`src/rtl/ldst_vaddr_arbiter_if.sv`:
```
// ----------------------------------------------------------------------------
// ldst_vaddr_pkg / ldst_vaddr_arbiter_if
//
// Purpose
//   ldst_vaddr_pkg holds the shared widths and access/exception types used
//   by the load/store virtual-address path.
//
//   ldst_vaddr_arbiter_if bundles every handshake and bus signal around the
//   virtual-address arbiter. It carries:
//     - the load-buffer (lb_*) and store-buffer (sb_*) request channels
//     - the single request channel towards the address adder
//     - the adder result channel and its demultiplexed copy back to LB/SB
//     - the synchronous pipeline flush
//
// Modports
//   slave  : the arbiter's view. It receives requests, flush and results.
//            It drives the ready signals, the adder request register and
//            the result demux.
//   master : the surrounding pipeline's view (LB, SB, adder, flush source).
//
// Handshake rule (all channels)
//   A transfer happens on a rising clock edge where valid and ready are both
//   high. A producer holding valid keeps its payload stable until the
//   transfer. Ready may only be high while the matching valid is high.
// ----------------------------------------------------------------------------
package ldst_vaddr_pkg;

    localparam int XLEN  = 64;
    localparam int I_IMM = 12;

    typedef enum logic [2:0] {
        LS_BYTE              = 3'd0,
        LS_HALFWORD          = 3'd1,
        LS_WORD              = 3'd2,
        LS_DOUBLEWORD        = 3'd3,
        LS_BYTE_UNSIGNED     = 3'd4,
        LS_HALFWORD_UNSIGNED = 3'd5,
        LS_WORD_UNSIGNED     = 3'd6
    } ldst_type_t;

    typedef enum logic [1:0] {
        VADDER_NO_EXCEPT    = 2'd0,
        VADDER_ALIGN_EXCEPT = 2'd1,
        VADDER_PAGE_EXCEPT  = 2'd2
    } vadder_except_t;

endpackage

interface ldst_vaddr_arbiter_if #(
    parameter int IDX_LEN = 8
) ();

    // Pipeline flush, synchronous to the arbiter clock.
    logic                              flush;

    // Load-buffer request channel.
    logic                              lb_valid;
    logic                              lb_ready;
    logic [ldst_vaddr_pkg::XLEN-1:0]   lb_rs1_value;
    logic [ldst_vaddr_pkg::I_IMM-1:0]  lb_imm_value;
    logic [IDX_LEN-1:0]                lb_idx;
    ldst_vaddr_pkg::ldst_type_t        lb_ldst_type;

    // Store-buffer request channel.
    logic                              sb_valid;
    logic                              sb_ready;
    logic [ldst_vaddr_pkg::XLEN-1:0]   sb_rs1_value;
    logic [ldst_vaddr_pkg::I_IMM-1:0]  sb_imm_value;
    logic [IDX_LEN-1:0]                sb_idx;
    ldst_vaddr_pkg::ldst_type_t        sb_ldst_type;

    // Registered request towards the address adder.
    logic                              adder_valid;
    logic                              adder_ready;
    logic                              is_store;
    logic [ldst_vaddr_pkg::XLEN-1:0]   rs1_value;
    logic [ldst_vaddr_pkg::I_IMM-1:0]  imm_value;
    logic [IDX_LEN-1:0]                lsb_idx;
    ldst_vaddr_pkg::ldst_type_t        ldst_type;

    // Result coming back from the adder.
    logic                              res_valid;
    logic                              res_is_store;
    logic [ldst_vaddr_pkg::XLEN-1:0]   res_vaddr;
    logic [IDX_LEN-1:0]                res_idx;
    ldst_vaddr_pkg::vadder_except_t    res_except;

    // Result steered back to LB or SB; payload shared by both.
    logic                              lb_res_valid;
    logic                              sb_res_valid;
    logic [ldst_vaddr_pkg::XLEN-1:0]   lsb_res_vaddr;
    logic [IDX_LEN-1:0]                lsb_res_idx;
    ldst_vaddr_pkg::vadder_except_t    lsb_res_except;

    modport slave (
        input  flush,
        input  lb_valid, lb_rs1_value, lb_imm_value, lb_idx, lb_ldst_type,
        output lb_ready,
        input  sb_valid, sb_rs1_value, sb_imm_value, sb_idx, sb_ldst_type,
        output sb_ready,
        output adder_valid, is_store, rs1_value, imm_value, lsb_idx, ldst_type,
        input  adder_ready,
        input  res_valid, res_is_store, res_vaddr, res_idx, res_except,
        output lb_res_valid, sb_res_valid, lsb_res_vaddr, lsb_res_idx, lsb_res_except
    );

    modport master (
        output flush,
        output lb_valid, lb_rs1_value, lb_imm_value, lb_idx, lb_ldst_type,
        input  lb_ready,
        output sb_valid, sb_rs1_value, sb_imm_value, sb_idx, sb_ldst_type,
        input  sb_ready,
        input  adder_valid, is_store, rs1_value, imm_value, lsb_idx, ldst_type,
        output adder_ready,
        output res_valid, res_is_store, res_vaddr, res_idx, res_except,
        input  lb_res_valid, sb_res_valid, lsb_res_vaddr, lsb_res_idx, lsb_res_except
    );

endinterface

```
`src/rtl/ldst_vaddr_arbiter.sv`:
```
// ----------------------------------------------------------------------------
// ldst_vaddr_arbiter
//
// Purpose
//   Arbitrates address-computation requests from the load buffer and the
//   store buffer into the single virtual-address adder. The winner is held
//   in a one-entry output register with a valid/ready handshake towards the
//   adder. Loads win by default. A starvation counter bounds how many
//   consecutive loads may pass a waiting store, so stores always progress.
//   The adder result is steered back to LB or SB with zero latency.
//
// Parameters
//   IDX_LEN    : width of the LB/SB entry index. It must match the IDX_LEN
//                of the connected interface instance.
//   STARVE_MAX : maximum number of consecutive load grants while a store is
//                waiting. Must be at least 1.
//
// Ports
//   clk_i      : clock
//   rst_n_i    : asynchronous, active-low reset
//   bus        : ldst_vaddr_arbiter_if.slave. It carries the LB/SB request
//                channels, the adder request and result channels, the
//                result demux and the flush.
//   starve_cnt : current starvation count, exposed for observation
//
// Handshake rule
//   A transfer happens on a rising edge with valid and ready both high.
//   lb_ready/sb_ready are asserted only for the granted, valid requester.
//   They are asserted when the output register can take a new entry: it is
//   either empty, or being drained by the adder in the same cycle.
//   The output register holds stable while adder_valid is high and
//   adder_ready is low.
// ----------------------------------------------------------------------------
module ldst_vaddr_arbiter
    import ldst_vaddr_pkg::*;
#(
    parameter  int IDX_LEN    = 8,
    parameter  int STARVE_MAX = 4,
    localparam int CNT_W      = $clog2(STARVE_MAX + 1)
) (
    input  logic             clk_i,
    input  logic             rst_n_i,
    ldst_vaddr_arbiter_if.slave bus,
    output logic [CNT_W-1:0] starve_cnt
);

    // ------------------------------------------------------------------
    // Request register contents
    // ------------------------------------------------------------------
    typedef struct packed {
        logic               is_store;
        logic [XLEN-1:0]    rs1_value;
        logic [I_IMM-1:0]   imm_value;
        logic [IDX_LEN-1:0] idx;
        ldst_type_t         ldst_type;
    } req_t;

    localparam req_t REQ_RESET = '{
        is_store:  1'b0,
        rs1_value: '0,
        imm_value: '0,
        idx:       '0,
        ldst_type: LS_DOUBLEWORD
    };

    logic             req_valid_q;
    req_t             req_q;
    logic [CNT_W-1:0] starve_cnt_q;

    // ------------------------------------------------------------------
    // Grant and ready
    // ------------------------------------------------------------------
    logic can_accept;
    logic starved;
    logic grant_lb;
    logic grant_sb;
    logic lb_take;
    logic sb_take;
    req_t req_next;

    always_comb begin
        can_accept = 1'b0;
        starved    = 1'b0;
        grant_sb   = 1'b0;
        grant_lb   = 1'b0;
        lb_take    = 1'b0;
        sb_take    = 1'b0;
        req_next   = REQ_RESET;

        // An entry leaving towards the adder frees the slot in the same
        // cycle, so issue continues back-to-back without a bubble.
        can_accept = !req_valid_q || bus.adder_ready;

        // A store that has already watched STARVE_MAX loads go ahead takes
        // the next grant, even against a valid load.
        starved  = (starve_cnt_q == CNT_W'(STARVE_MAX));
        grant_sb = bus.sb_valid && (!bus.lb_valid || starved);
        grant_lb = bus.lb_valid && !grant_sb;

        // No grant is taken in a flush cycle. The requester keeps valid
        // and retries after the flush.
        lb_take = grant_lb && can_accept && !bus.flush;
        sb_take = grant_sb && can_accept && !bus.flush;

        if (grant_sb) begin
            req_next.is_store  = 1'b1;
            req_next.rs1_value = bus.sb_rs1_value;
            req_next.imm_value = bus.sb_imm_value;
            req_next.idx       = bus.sb_idx;
            req_next.ldst_type = bus.sb_ldst_type;
        end else begin
            req_next.is_store  = 1'b0;
            req_next.rs1_value = bus.lb_rs1_value;
            req_next.imm_value = bus.lb_imm_value;
            req_next.idx       = bus.lb_idx;
            req_next.ldst_type = bus.lb_ldst_type;
        end
    end

    // ------------------------------------------------------------------
    // Output request register
    // Priority: flush > accept (which also covers a simultaneous drain) >
    // drain > hold.
    // ------------------------------------------------------------------
    always_ff @(posedge clk_i or negedge rst_n_i) begin
        if (!rst_n_i) begin
            req_valid_q <= 1'b0;
            req_q       <= REQ_RESET;
        end else if (bus.flush) begin
            req_valid_q <= 1'b0;
            req_q       <= REQ_RESET;
        end else if (lb_take || sb_take) begin
            req_valid_q <= 1'b1;
            req_q       <= req_next;
        end else if (bus.adder_ready) begin
            // The payload is left in place after a drain. Only valid drops.
            req_valid_q <= 1'b0;
        end
    end

    // ------------------------------------------------------------------
    // Starvation counter
    // The counter counts loads that overtook a waiting store. It restarts
    // whenever no store is waiting or a store is finally granted.
    // ------------------------------------------------------------------
    always_ff @(posedge clk_i or negedge rst_n_i) begin
        if (!rst_n_i) begin
            starve_cnt_q <= '0;
        end else if (bus.flush || !bus.sb_valid || sb_take) begin
            starve_cnt_q <= '0;
        end else if (lb_take && !starved) begin
            starve_cnt_q <= starve_cnt_q + CNT_W'(1);
        end
    end

    assign starve_cnt = starve_cnt_q;

    // ------------------------------------------------------------------
    // Interface outputs: ready and adder request
    // ------------------------------------------------------------------
    assign bus.lb_ready    = lb_take;
    assign bus.sb_ready    = sb_take;
    assign bus.adder_valid = req_valid_q;
    assign bus.is_store    = req_q.is_store;
    assign bus.rs1_value   = req_q.rs1_value;
    assign bus.imm_value   = req_q.imm_value;
    assign bus.lsb_idx     = req_q.idx;
    assign bus.ldst_type   = req_q.ldst_type;

    // ------------------------------------------------------------------
    // Result demux
    // The payload goes to both buffers. Only the valid is steered.
    // A result arriving during a flush belongs to squashed work, so it
    // is dropped.
    // ------------------------------------------------------------------
    assign bus.lb_res_valid   = bus.res_valid && !bus.res_is_store && !bus.flush;
    assign bus.sb_res_valid   = bus.res_valid &&  bus.res_is_store && !bus.flush;
    assign bus.lsb_res_vaddr  = bus.res_vaddr;
    assign bus.lsb_res_idx    = bus.res_idx;
    assign bus.lsb_res_except = bus.res_except;

endmodule
```
`src/flat_wrapper.sv`:
```
// flat-port wrapper written by rule: the top's interface ports become plain ports
module ldst_vaddr_arbiter_flat import ldst_vaddr_pkg::*;
#(
    parameter  int IDX_LEN    = 8,
    parameter  int STARVE_MAX = 4,
    localparam int CNT_W      = $clog2(STARVE_MAX + 1)
)
  (clk_i, rst_n_i, starve_cnt, bus_flush, bus_lb_valid, bus_lb_rs1_value, bus_lb_imm_value, bus_lb_idx, bus_lb_ldst_type, bus_lb_ready, bus_sb_valid, bus_sb_rs1_value, bus_sb_imm_value, bus_sb_idx, bus_sb_ldst_type, bus_sb_ready, bus_adder_valid, bus_is_store, bus_rs1_value, bus_imm_value, bus_lsb_idx, bus_ldst_type, bus_adder_ready, bus_res_valid, bus_res_is_store, bus_res_vaddr, bus_res_idx, bus_res_except, bus_lb_res_valid, bus_sb_res_valid, bus_lsb_res_vaddr, bus_lsb_res_idx, bus_lsb_res_except);
  ldst_vaddr_arbiter_if #(.IDX_LEN(IDX_LEN)) bus_i ();
  input  logic clk_i;
  input  logic rst_n_i;
  output logic [CNT_W-1:0] starve_cnt;
  input wire logic [$bits(bus_i.flush)-1:0] bus_flush;
  input wire logic [$bits(bus_i.lb_valid)-1:0] bus_lb_valid;
  input wire logic [$bits(bus_i.lb_rs1_value)-1:0] bus_lb_rs1_value;
  input wire logic [$bits(bus_i.lb_imm_value)-1:0] bus_lb_imm_value;
  input wire logic [$bits(bus_i.lb_idx)-1:0] bus_lb_idx;
  input wire logic [$bits(bus_i.lb_ldst_type)-1:0] bus_lb_ldst_type;
  output wire logic [$bits(bus_i.lb_ready)-1:0] bus_lb_ready;
  input wire logic [$bits(bus_i.sb_valid)-1:0] bus_sb_valid;
  input wire logic [$bits(bus_i.sb_rs1_value)-1:0] bus_sb_rs1_value;
  input wire logic [$bits(bus_i.sb_imm_value)-1:0] bus_sb_imm_value;
  input wire logic [$bits(bus_i.sb_idx)-1:0] bus_sb_idx;
  input wire logic [$bits(bus_i.sb_ldst_type)-1:0] bus_sb_ldst_type;
  output wire logic [$bits(bus_i.sb_ready)-1:0] bus_sb_ready;
  output wire logic [$bits(bus_i.adder_valid)-1:0] bus_adder_valid;
  output wire logic [$bits(bus_i.is_store)-1:0] bus_is_store;
  output wire logic [$bits(bus_i.rs1_value)-1:0] bus_rs1_value;
  output wire logic [$bits(bus_i.imm_value)-1:0] bus_imm_value;
  output wire logic [$bits(bus_i.lsb_idx)-1:0] bus_lsb_idx;
  output wire logic [$bits(bus_i.ldst_type)-1:0] bus_ldst_type;
  input wire logic [$bits(bus_i.adder_ready)-1:0] bus_adder_ready;
  input wire logic [$bits(bus_i.res_valid)-1:0] bus_res_valid;
  input wire logic [$bits(bus_i.res_is_store)-1:0] bus_res_is_store;
  input wire logic [$bits(bus_i.res_vaddr)-1:0] bus_res_vaddr;
  input wire logic [$bits(bus_i.res_idx)-1:0] bus_res_idx;
  input wire logic [$bits(bus_i.res_except)-1:0] bus_res_except;
  output wire logic [$bits(bus_i.lb_res_valid)-1:0] bus_lb_res_valid;
  output wire logic [$bits(bus_i.sb_res_valid)-1:0] bus_sb_res_valid;
  output wire logic [$bits(bus_i.lsb_res_vaddr)-1:0] bus_lsb_res_vaddr;
  output wire logic [$bits(bus_i.lsb_res_idx)-1:0] bus_lsb_res_idx;
  output wire logic [$bits(bus_i.lsb_res_except)-1:0] bus_lsb_res_except;
  assign bus_i.flush = bus_flush;
  assign bus_i.lb_valid = bus_lb_valid;
  assign bus_i.lb_rs1_value = bus_lb_rs1_value;
  assign bus_i.lb_imm_value = bus_lb_imm_value;
  assign bus_i.lb_idx = bus_lb_idx;
  assign bus_i.lb_ldst_type = bus_lb_ldst_type;
  assign bus_lb_ready = bus_i.lb_ready;
  assign bus_i.sb_valid = bus_sb_valid;
  assign bus_i.sb_rs1_value = bus_sb_rs1_value;
  assign bus_i.sb_imm_value = bus_sb_imm_value;
  assign bus_i.sb_idx = bus_sb_idx;
  assign bus_i.sb_ldst_type = bus_sb_ldst_type;
  assign bus_sb_ready = bus_i.sb_ready;
  assign bus_adder_valid = bus_i.adder_valid;
  assign bus_is_store = bus_i.is_store;
  assign bus_rs1_value = bus_i.rs1_value;
  assign bus_imm_value = bus_i.imm_value;
  assign bus_lsb_idx = bus_i.lsb_idx;
  assign bus_ldst_type = bus_i.ldst_type;
  assign bus_i.adder_ready = bus_adder_ready;
  assign bus_i.res_valid = bus_res_valid;
  assign bus_i.res_is_store = bus_res_is_store;
  assign bus_i.res_vaddr = bus_res_vaddr;
  assign bus_i.res_idx = bus_res_idx;
  assign bus_i.res_except = bus_res_except;
  assign bus_lb_res_valid = bus_i.lb_res_valid;
  assign bus_sb_res_valid = bus_i.sb_res_valid;
  assign bus_lsb_res_vaddr = bus_i.lsb_res_vaddr;
  assign bus_lsb_res_idx = bus_i.lsb_res_idx;
  assign bus_lsb_res_except = bus_i.lsb_res_except;
  ldst_vaddr_arbiter #(.IDX_LEN(IDX_LEN), .STARVE_MAX(STARVE_MAX)) u_core (.clk_i(clk_i), .rst_n_i(rst_n_i), .bus(bus_i), .starve_cnt(starve_cnt));
endmodule
```
`config.mk`:
```
export PLATFORM = sky130hd
export DESIGN_NAME = ldst_vaddr_arbiter_flat
export DESIGN_NICKNAME = d
export VERILOG_FILES = /design/src/rtl/ldst_vaddr_arbiter_if.sv /design/src/rtl/ldst_vaddr_arbiter.sv /design/src/flat_wrapper.sv
export SDC_FILE = /design/constraint.sdc
export NUM_CORES = 1
export LEC_CHECK = 0
export CAP_MARGIN = 20
export CORE_AREA = 2 2 166 168
export DETAILED_ROUTE_END_ITERATION = 16
export DIE_AREA = 0 0 168 170
export MAX_ROUTING_LAYER = met4
export PLACE_DENSITY = 0.64
export SLEW_MARGIN = 20
export SYNTH_ARGS = -nofsm -noshare
export SYNTH_HDL_FRONTEND = slang
export SYNTH_SLANG_ARGS = --single-unit
```
`constraint.sdc`:
```
create_clock -name clk_i -period 2.25 [get_ports clk_i]
set_clock_uncertainty 0.1 [all_clocks]
set_input_delay 0.225 -clock clk_i [delete_from_list [all_inputs] [get_ports clk_i]]
set_output_delay 0.225 -clock clk_i [all_outputs]
set_load 0.01 [all_outputs]
```
==> impl_metrics.py <==
metrics = {
    "layout": {
        "layout.nets": 865,
        "diodes": 0,
        "layout-drive-gt1-share": 0.0687,
        "area_growth_pct": 59.8,
        "design_area_um2": 7940,
    },
    "grt": {
        "grt_pass1_wl_um": 27400,
        "antenna_found_initial": 0,
        "grt_usage": 0.128,
        "grt_pass1_vias": 4547,
        "grt_overflow": 0,
        "grt_max_degree": 93,
    },
    "sta": {
        "finalSetupTns_ns": 0,
        "rsz0062_at_grt": "false",
        "setup-violations-final": 0,
        "clock.fmax_mhz": 488,
        "worst_slew_pin_slew_ns": 0.529,
        "fin_ws_ns": 0.200,
        "hold_violations": 0,
        "drv_slew": 0,
        "period_share": 0.911,
        "min_period_ns": 2.05,
        "relSlewSlack": 0.647,
    },
    "critical_path": {
        "path_class": "flop to output pin",
        "crit_chain": "inv_1 > ha_1 > a21boi_4 > nor3_1 > dlygate4sd2_1",
        "critPathBufInv": 2,
        "end_kind": "output pin",
        "startpoint_type": "flop",
        "critPathTopFamily": "flip-flops",
        "cpPeakStageDelay_ns": 0.39,
        "worstPathRequired_ns": 1.92,
        "critical_path.slowest_cell": "dfrtp_1",
        "critPathMaxFanout": 3,
        "worstPathArrival_ns": 1.72,
    },
    "detailed_routing": {
        "vias": 4482,
        "wl_um": 18300,
        "antenna_left": 0,
        "wl_per_cell_um": 19.2,
        "firstDrtPassIters": 4,
        "drt-initial-drc-count": 295,
        "drc": 0,
        "vias_per_cell": 4.71,
    },
    "yosys": {
        "synth_area_leaders": "dfrtp_1 45%, a221o_1 17%, nor4b_1 15%",
        "syn_nets": 681,
        "synth_area_um2": 4970,
        "avgSynthCellArea_um2": 11.7,
        "synth_top_cell_by_area": "dfrtp_1",
        "synth_top_area_share": 0.453,
        "synth_edf_count": 0,
        "synth_cell_type_count": 32,
        "ys_ff_latch": 92,
        "synth.most_common_cell": "dfrtp_1",
        "synthCells": 423,
        "postSynth.asyncResetShare": 1.00,
        "synth-main-ff-cell": "dfrtp_1",
        "ys_top_cells_by_count": "90 x dfrtp_1, 85 x a221o_1, 85 x nor4b_1",
        "ys_warn_count": 0,
        "ys_seq_area_frac": 0.464,
    },
    "pwr": {
        "power.density_nw_per_um2": 561,
        "power.total_mw": 4.45,
        "ir_drop_uv": 314,
        "power_leakage_nw": 3.02,
    },
    "placement": {
        "place_ws_ns": 0.134,
        "dpl_cell_area_um2": 7640,
        "gp_congestion": 0.772,
        "dp_hpwl_um": 12700,
        "portBuffers": 277,
    },
    "clock_network": {
        "cts_sinks": 92,
        "htreeDepth": 3,
        "clockBufferDepth": 2,
        "cts_buffers": 9,
        "cts_tree": "built",
        "worstSkewPairLatency_ns": 0.35,
        "clk_pin_slew_worst_paths_ns": 0.08,
        "clock-root-buffer": "clkbuf_16",
    },
    "job": {
        "cap_violations": 0,
    },
    "die": {
        "dieArea_um2": 28600,
        "io_pins": 426,
        "core_area_um2": 26700,
        "fp-row-count": 60,
        "start_util": 0.186,
        "die_h_um": 170,
        "fp.dieW_um": 168,
    },
    "hold_path": {
        "min_path_type": "input pin to output pin",
    },
    "outcome": {
        "status": "finished, final reports clean",
    },
}
==> report_power, final <==
part,total [mW],internal (mW),switching (mW)
combinational,1.10,0.678,0.423
sequential,1.85,1.78,0.0758
clock,1.50,0.760,0.738
==> placed cells by master, fill, tap and decap left out, drive strengths merged, types with 2 or more instances in the layout <==
| cell type | n |
|---|---|
| nor4b | 85 |
| and3 | 2 |
| dfstp | 2 |
| clkbuf | 9 |
| inv | 6 |
| a221o | 85 |
| clkdlybuf4s50 | 274 |
| nand2b | 2 |
| dfrtp | 90 |
| nand3 | 4 |
| buf | 19 |
| o32a | 2 |
| a21oi | 4 |
| nand2 | 3 |
| ha | 2 |
| dlygate4sd2 | 2 |
| a21boi | 3 |
==> through the flow <==
stage | utilization | instances | hold WS (ns)
finish | 0.298 | 952 | 0.350
global route | 0.298 | 952 | 0.350
CTS | 0.298 | 952 | 0.350
detailed placement | 0.287 | 934 | 0.225
global placement | 0.287 | 934 | 0.226
floorplan | - | 423 | -0.171
==> area by class of cell <==
type	instances	area, µm²
Clock buffer	9	225
Clock inverter	6	47.5
Fill cell	2734	18700
Inverter	2	7.51
Multi-Input combinational cell	206	1880
Sequential cell	92	2300
Tap cell	341	427
Timing Repair Buffer	296	3050
==> layer usage <==
layer  global-route usage  wire, µm  share of wire
met3               0.0419      1500          0.082
met1                0.159      7810           0.43
met4               0.0518       551          0.030
met5                    -         0              0
met2                0.191      8390           0.46
==> repair_timing <==
item / in CTS / in global routing
resized for setup: 2 / 0
setup endpoints to repair: 2 / 0
setup buffers: 2 / 0
hold buffers: 1 / 0
hold endpoints to repair: 90 / 0
==> worst paths after layout <==
| check | depth (start not counted) | startpoint | endpoint | slack (ns) |
|---|---|---|---|---|
| setup / recovery | 5 | u_core.starve_cnt[0] | bus_sb_ready | 0.20 |
| min in group asynchronous | 3 | rst_n_i | u_core.bus.rs1_value[24] | 0.38 |
| max in group asynchronous | 3 | rst_n_i | u_core.bus.ldst_type[0] | 1.23 |
| setup reg to reg | 6 | u_core.starve_cnt[0] | u_core.bus.rs1_value[14] | 0.34 |
| hold reg to reg | 1 | u_core.bus.lsb_idx[4] | u_core.bus.lsb_idx[4] | 0.41 |
| hold / removal | 0 | bus_res_idx[4] | bus_lsb_res_idx[4] | 0.35 |
==> cells by family after synthesis <==
logic type               after synthesis  synth area share
AO/OA/AOI/OAI                         99             0.192
adder cells (fa/ha/maj)                2           0.00504
buffers and inverters                125             0.165
flip-flops                            92             0.464
AND/OR/NAND/NOR                      105             0.174
==> flip-flops by register name (all words and copies together), names as in the netlist <==
name / cells
u_core.bus.lsb_idx: 8
u_core.bus.is_store: 1
u_core.bus.adder_valid: 1
u_core.starve_cnt: 3
u_core.bus.rs1_value: 64
u_core.bus.imm_value: 12
u_core.bus.ldst_type: 3
(Power assumes the default switching activity.)
